<file path="config.mk">
export PLATFORM = sky130hd
export DESIGN_NAME = coriolis_ker0_add6
export DESIGN_NICKNAME = d
export VERILOG_FILES = /design/src/rtl/coriolis_ker0_add6_pkg.sv /design/src/rtl/coriolis_stream_fifo.sv /design/src/rtl/coriolis_ker0_add6.sv
export SDC_FILE = /design/constraint.sdc
export NUM_CORES = 1
export LEC_CHECK = 0
export BUFFER_PORTS_ARGS = -buffer_cell sky130_fd_sc_hd__buf_4
export CORE_UTILIZATION = 40
export DETAILED_ROUTE_END_ITERATION = 8
export HOLD_SLACK_MARGIN = 0.1
export SYNTH_ARGS = -nofsm -noshare
export SYNTH_HDL_FRONTEND = slang
export SYNTH_SLANG_ARGS = --single-unit
</file>
<file path="constraint.sdc">
create_clock -name clk -period 3.1 [get_ports clk]
set_input_delay 0.62 -clock clk [delete_from_list [all_inputs] [get_ports clk]]
set_output_delay 0.62 -clock clk [all_outputs]
set_load 0.05 [all_outputs]
</file>
<file path="src/rtl/coriolis_ker0_add6_pkg.sv">
// Shared coriolis stream package: default width, pointer-width helper, beat type.
package coriolis_pkg;

    localparam int unsigned STREAMW_DEF = 32;

    // Pointer width for a FIFO of the given depth (at least one bit).
    function automatic int unsigned ptr_w(input int unsigned depth);
        return (depth > 1) ? $clog2(depth) : 1;
    endfunction

    // One stream beat at the default width: payload plus its valid qualifier.
    typedef struct packed {
        logic                   valid;
        logic [STREAMW_DEF-1:0] data;
    } beat_t;

endpackage

</file>
<file path="src/rtl/coriolis_stream_fifo.sv">
// Small elastic FIFO with a combinational head; a full FIFO refuses pushes
// even when it pops in the same cycle (no pass-through path).
module coriolis_stream_fifo
    import coriolis_pkg::*;
#(
    parameter int unsigned STREAMW    = STREAMW_DEF,
    parameter int unsigned FIFO_DEPTH = 2
) (
    input  logic               clk,
    input  logic               rst,
    input  logic               push,
    input  logic [STREAMW-1:0] din,
    output logic               full,
    input  logic               pop,
    output logic [STREAMW-1:0] dout,
    output logic               empty
);

    localparam int unsigned PW = ptr_w(FIFO_DEPTH);
    localparam int unsigned CW = PW + 1;

    logic [STREAMW-1:0] mem_q [FIFO_DEPTH];
    logic [PW-1:0]      wr_ptr_q, wr_ptr_d;
    logic [PW-1:0]      rd_ptr_q, rd_ptr_d;
    logic [CW-1:0]      cnt_q, cnt_d;
    logic               do_push_c, do_pop_c;

    assign full  = (cnt_q == CW'(FIFO_DEPTH));
    assign empty = (cnt_q == '0);
    assign dout  = mem_q[rd_ptr_q];

    // Next pointers and occupancy; pointers wrap naturally at a power-of-two depth.
    always_comb begin
        do_push_c = push && !full;
        do_pop_c  = pop && !empty;
        wr_ptr_d  = wr_ptr_q + PW'(do_push_c);
        rd_ptr_d  = rd_ptr_q + PW'(do_pop_c);
        cnt_d     = cnt_q + CW'(do_push_c) - CW'(do_pop_c);
    end

    // Pointer and count registers with synchronous active-low reset.
    always_ff @(posedge clk) begin
        if (!rst) begin
            wr_ptr_q <= '0;
            rd_ptr_q <= '0;
            cnt_q    <= '0;
        end else begin
            wr_ptr_q <= wr_ptr_d;
            rd_ptr_q <= rd_ptr_d;
            cnt_q    <= cnt_d;
        end
    end

    // Storage array; contents need no reset since the count gates every read.
    always_ff @(posedge clk) begin
        if (do_push_c) begin
            mem_q[wr_ptr_q] <= din;
        end
    end

endmodule

</file>
<file path="src/rtl/coriolis_ker0_add6.sv">
// Two-input streaming adder: per-input elastic FIFOs, in-order join, registered sum.
// Optional sticky signed-overflow flag enabled by defining CORIOLIS_ADD_OVF_EN.
module coriolis_ker0_add6
    import coriolis_pkg::*;
#(
    parameter int unsigned STREAMW    = STREAMW_DEF,
    parameter int unsigned FIFO_DEPTH = 2
) (
    input  logic               clk,
    input  logic               rst,
    input  logic               ivalid_in1,
    input  logic [STREAMW-1:0] in1,
    output logic               iready_in1,
    input  logic               ivalid_in2,
    input  logic [STREAMW-1:0] in2,
    output logic               iready_in2,
    output logic               ovalid,
    output logic [STREAMW-1:0] out1,
`ifdef CORIOLIS_ADD_OVF_EN
    output logic               ovf,
`endif
    input  logic               oready
);

    logic               full1, empty1, full2, empty2;
    logic [STREAMW-1:0] head1, head2;
    logic               push1_c, push2_c;
    logic               out_free_c, fire_c;
    logic [STREAMW-1:0] sum_c;
    logic [STREAMW-1:0] out_q, out_d;
    logic               ovalid_q, ovalid_d;

    // Ready depends only on reset and FIFO state, never on oready.
    assign iready_in1 = rst && !full1;
    assign iready_in2 = rst && !full2;
    assign push1_c    = ivalid_in1 && iready_in1;
    assign push2_c    = ivalid_in2 && iready_in2;

    coriolis_stream_fifo #(
        .STREAMW    (STREAMW),
        .FIFO_DEPTH (FIFO_DEPTH)
    ) u_fifo1 (
        .clk   (clk),
        .rst   (rst),
        .push  (push1_c),
        .din   (in1),
        .full  (full1),
        .pop   (fire_c),
        .dout  (head1),
        .empty (empty1)
    );

    coriolis_stream_fifo #(
        .STREAMW    (STREAMW),
        .FIFO_DEPTH (FIFO_DEPTH)
    ) u_fifo2 (
        .clk   (clk),
        .rst   (rst),
        .push  (push2_c),
        .din   (in2),
        .full  (full2),
        .pop   (fire_c),
        .dout  (head2),
        .empty (empty2)
    );

    // Join both heads when the output register can take a new sum.
    always_comb begin
        out_free_c = !ovalid_q || oready;
        fire_c     = !empty1 && !empty2 && out_free_c;
        sum_c      = head1 + head2;
        out_d      = out_q;
        ovalid_d   = ovalid_q;
        if (fire_c) begin
            out_d    = sum_c;
            ovalid_d = 1'b1;
        end else if (oready) begin
            ovalid_d = 1'b0;
        end
    end

    // Output register; holds while the consumer stalls.
    always_ff @(posedge clk) begin
        if (!rst) begin
            out_q    <= '0;
            ovalid_q <= 1'b0;
        end else begin
            out_q    <= out_d;
            ovalid_q <= ovalid_d;
        end
    end

    assign out1   = out_q;
    assign ovalid = ovalid_q;

`ifdef CORIOLIS_ADD_OVF_EN
    logic ovf_q, ovf_d;

    // Sticky flag: operands share a sign but the wrapped sum does not.
    always_comb begin
        ovf_d = ovf_q;
        if (fire_c && (head1[STREAMW-1] == head2[STREAMW-1]) &&
            (sum_c[STREAMW-1] != head1[STREAMW-1])) begin
            ovf_d = 1'b1;
        end
    end

    // Overflow flag register, cleared only by reset.
    always_ff @(posedge clk) begin
        if (!rst) begin
            ovf_q <= 1'b0;
        end else begin
            ovf_q <= ovf_d;
        end
    end

    assign ovf = ovf_q;
`endif

endmodule

</file>
==> impl_metrics.ini <==
[status]
status = complete, no violations

[logic_synthesis]
ys_ff_latch = 171
synth_cells = 640
syn_area_per_cell_sq_um = 12.5
synthTopCellsByArea = edfxtp_1, dfxtp_1, mux2_2
yosys.area.top_type = edfxtp_1
synth_top_area_share_pct = 47.9
synth_cell_types = 58
syn_nets = 749
ys_seq_area_share_pct = 58.6
synth_warnings = 0
synth-async-reset-ratio_pct = 0
ys.flop_type = edfxtp_1
syn_area_sq_um = 8020
synth-edff-count = 128

[cells_and_area]
utilization_pct = 51.3
drive_gt1_share_pct = 33.0
finalNetCount = 892
diodes = 0
multiInputGateArea_sq_um = 3180
syn_to_final_growth_pct = 25.2
nFillCells = 1759
seq_area_sq_um = 4710
fin_cells = 1061

[clock_network]
clkTransAtPathRegs_ns = 0.07
max-clock-path-buffers = 2
cts_tree = built
cts_sinks = 171
insertion_delay_ns = 0.43
cts_made_buffers = 17
hold_buffers = 0
cts_max_level = 4
ctsRootBufferMaster = clkbuf_16

[pwr]
p_leak_nw = 3.93
ir_drop_v = 0.000433
power_density_nw_per_um2 = 882

[die]
die-area_sq_um = 20600
ios = 104
start_util_pct = 40.9
core_area_sq_um = 19600
rows = 51
dieHeight_um = 144
die_w_um = 144

[worst_setup_path]
rrSetupSlack_ns = 0.12
path_class = reg -> reg
r2r-end = out1[22]
arrival_ns = 3.28
critPathRequiredTime_ns = 3.40
reg2reg_depth = 11
critPathLaunchType = flop
crit_path_end_kind = flop
cp_max_fo = 4

[min_path]
worstHoldPathType = in -> reg
hp-start = in2[15]
min_to = u_fifo2.mem_q[0][15]
whs_path_depth = 1

[global_route]
grt_antenna_before_repair = 0
grt_pass1_vias = 5640
grt_pass1_wl_um = 29200
grt_overflow_total = 0
grt_max_degree = 31
grtUsageTotal_pct = 18.9

[detailed_routing]
wl_per_cell_um = 17.4
viasPerCell = 5.15
firstDrtPassIters = 4
antenna_left = 0
vias = 5460
wl_um = 18500
drt_iter0_drc = 274
drc = 0

[placed_design]
hpwlAfterDp_um = 13900
place.gp.congestion = 0.883
port_buffers = 103
place_inst = 1029

[sta]
setup-violations-final = 0
finalHoldViolations = 0
relSlewSlack_pct = 53.5
period_share_pct = 96.1
drv_slew = 0
period_needed_ns = 2.98
tightest_slew_ns = 0.695
finalClockSkew_ns = 0.00968
fmax_mhz = 336

[job]
maxCapViolations = 0
## through the flow
step / power (mW) / setup TNS [ns] / worst slack [ns] / instance area (sq um) / hold WS (ns)
global route: 9.37 / -0.000483 / -0.000483 / 10000 / 0.350
detailed placement: 6.69 / -0.0389 / -0.0276 / 9390 / 0.457
floorplan: 5.48 / -11.92 / -0.0924 / 8020 / 0.481
CTS: 8.85 / 0 / 0.00241 / 9990 / 0.351
global placement: 6.65 / -0.0469 / -0.0469 / 9390 / 0.443
finish: 8.86 / 0 / 0.122 / 10000 / 0.371
## metal layers
metal,vias up,global-route usage (%),part of all wire (%)
li1,2692,-,-
met2,102,32.1,50
met4,0,6.10,1.4
met3,18,4.00,3.2
met1,2648,24.1,46
met5,-,0,0
## kinds of logic (layout without fill, tap and decap cells)
family                   Yosys count  after routing  synth area share [%]
adder cells (fa/ha/maj)           40             40                  6.33
flip-flops                       171            171                  58.6
XOR/XNOR                          23             23                  2.51
buffers and inverters             44            200                  2.28
AO/OA/AOI/OAI                    153            153                  12.5
multiplexers                      65             65                  9.09
AND/OR/NAND/NOR                  144            144                  8.63
## worst max-delay path by stage
stage,endpoint,cells after the start,slack [ns]
floorplan,u_fifo1.mem_q[1][0],5,-0.09
global placement,out1[22],11,-0.05
detailed placement,out1[22],11,-0.03
CTS,out1[24],10,0.002
global route,out1[26],11,-0.0005
finish,out1[22],11,0.12
## layout by cell type, fill, tap and decap left out, types with 3 or more instances in the layout
cell	Yosys	routed
a211oi_1	8	6
a21o_1	27	27
a21oi_1	47	46
a311o_1	3	3
a31oi_1	3	3
and2_1	6	6
and3_1	7	7
and4_1	4	4
buf_4	0	151
clkbuf_1	22	3
clkbuf_16	0	18
clkinv_2	0	4
dfxtp_1	43	41
edfxtp_1	128	128
ha_1	39	38
inv_1	15	15
mux2_2	63	63
nand2_1	52	52
nand3_1	17	17
nand4_1	7	7
nor2_1	24	24
nor3_1	11	11
o211ai_1	6	6
o21a_1	4	4
o21ai_0	25	23
o21ai_1	2	4
o21bai_1	4	4
or2_2	3	3
or3_1	5	5
xnor2_1	14	14
xor2_1	9	9
## state kept, by name, indices dropped and copies added, names as in the netlist, named ones only
signal and cells:
u_fifo1.cnt_q 2, u_fifo1.wr_ptr_q 1, u_fifo2.mem_q 64, u_fifo2.rd_ptr_q 1, ovalid 1, u_fifo2.cnt_q 2, out1 32, u_fifo1.mem_q 64
u_fifo2.wr_ptr_q 1, u_fifo1.rd_ptr_q 1
## worst max-delay path, cell delays in order (launching register included)
cell      delay [ns]
dfxtp_4         0.38
mux2_2          0.34
ha_1            0.23
fa_2            0.36
a21o_1          0.22
a31o_2          0.27
a211oi_2        0.26
buf_4           0.15
o21ai_0         0.14
a31oi_1         0.25
xor2_1          0.17
o21ai_0         0.10
## power breakdown
part	switching, mW	internal [mW]
Combinational	2.18	1.67
Clock	0.863	1.26
Sequential	0.136	2.75
Total	3.18	5.67
## synth_stat cells (15+ instances only)
master,n
ha_1,39
nor2_1,24
a21oi_1,47
clkbuf_1,22
inv_1,15
dfxtp_1,43
mux2_2,63
o21ai_0,25
nand3_1,17
a21o_1,27
nand2_1,52
edfxtp_1,128
## what timing repair did
item                                   CTS  global route
setup endpoints to repair                3            18
cloned                                   0             0
pin swaps                                0             1
buffers inserted                         0             0
endpoints found under the hold margin    0             0
resized for setup                        2            15
## area by class of cell
type	instances	share of cell area, %
clock inverter	10	1.13
timing repair buffer	153	11.7
inverter	15	0.561
tap	265	3.30
sequential	171	46.9
multi-input combinational	425	31.7
clock buffer	22	4.74
Power figures use the tool's default switching activity.
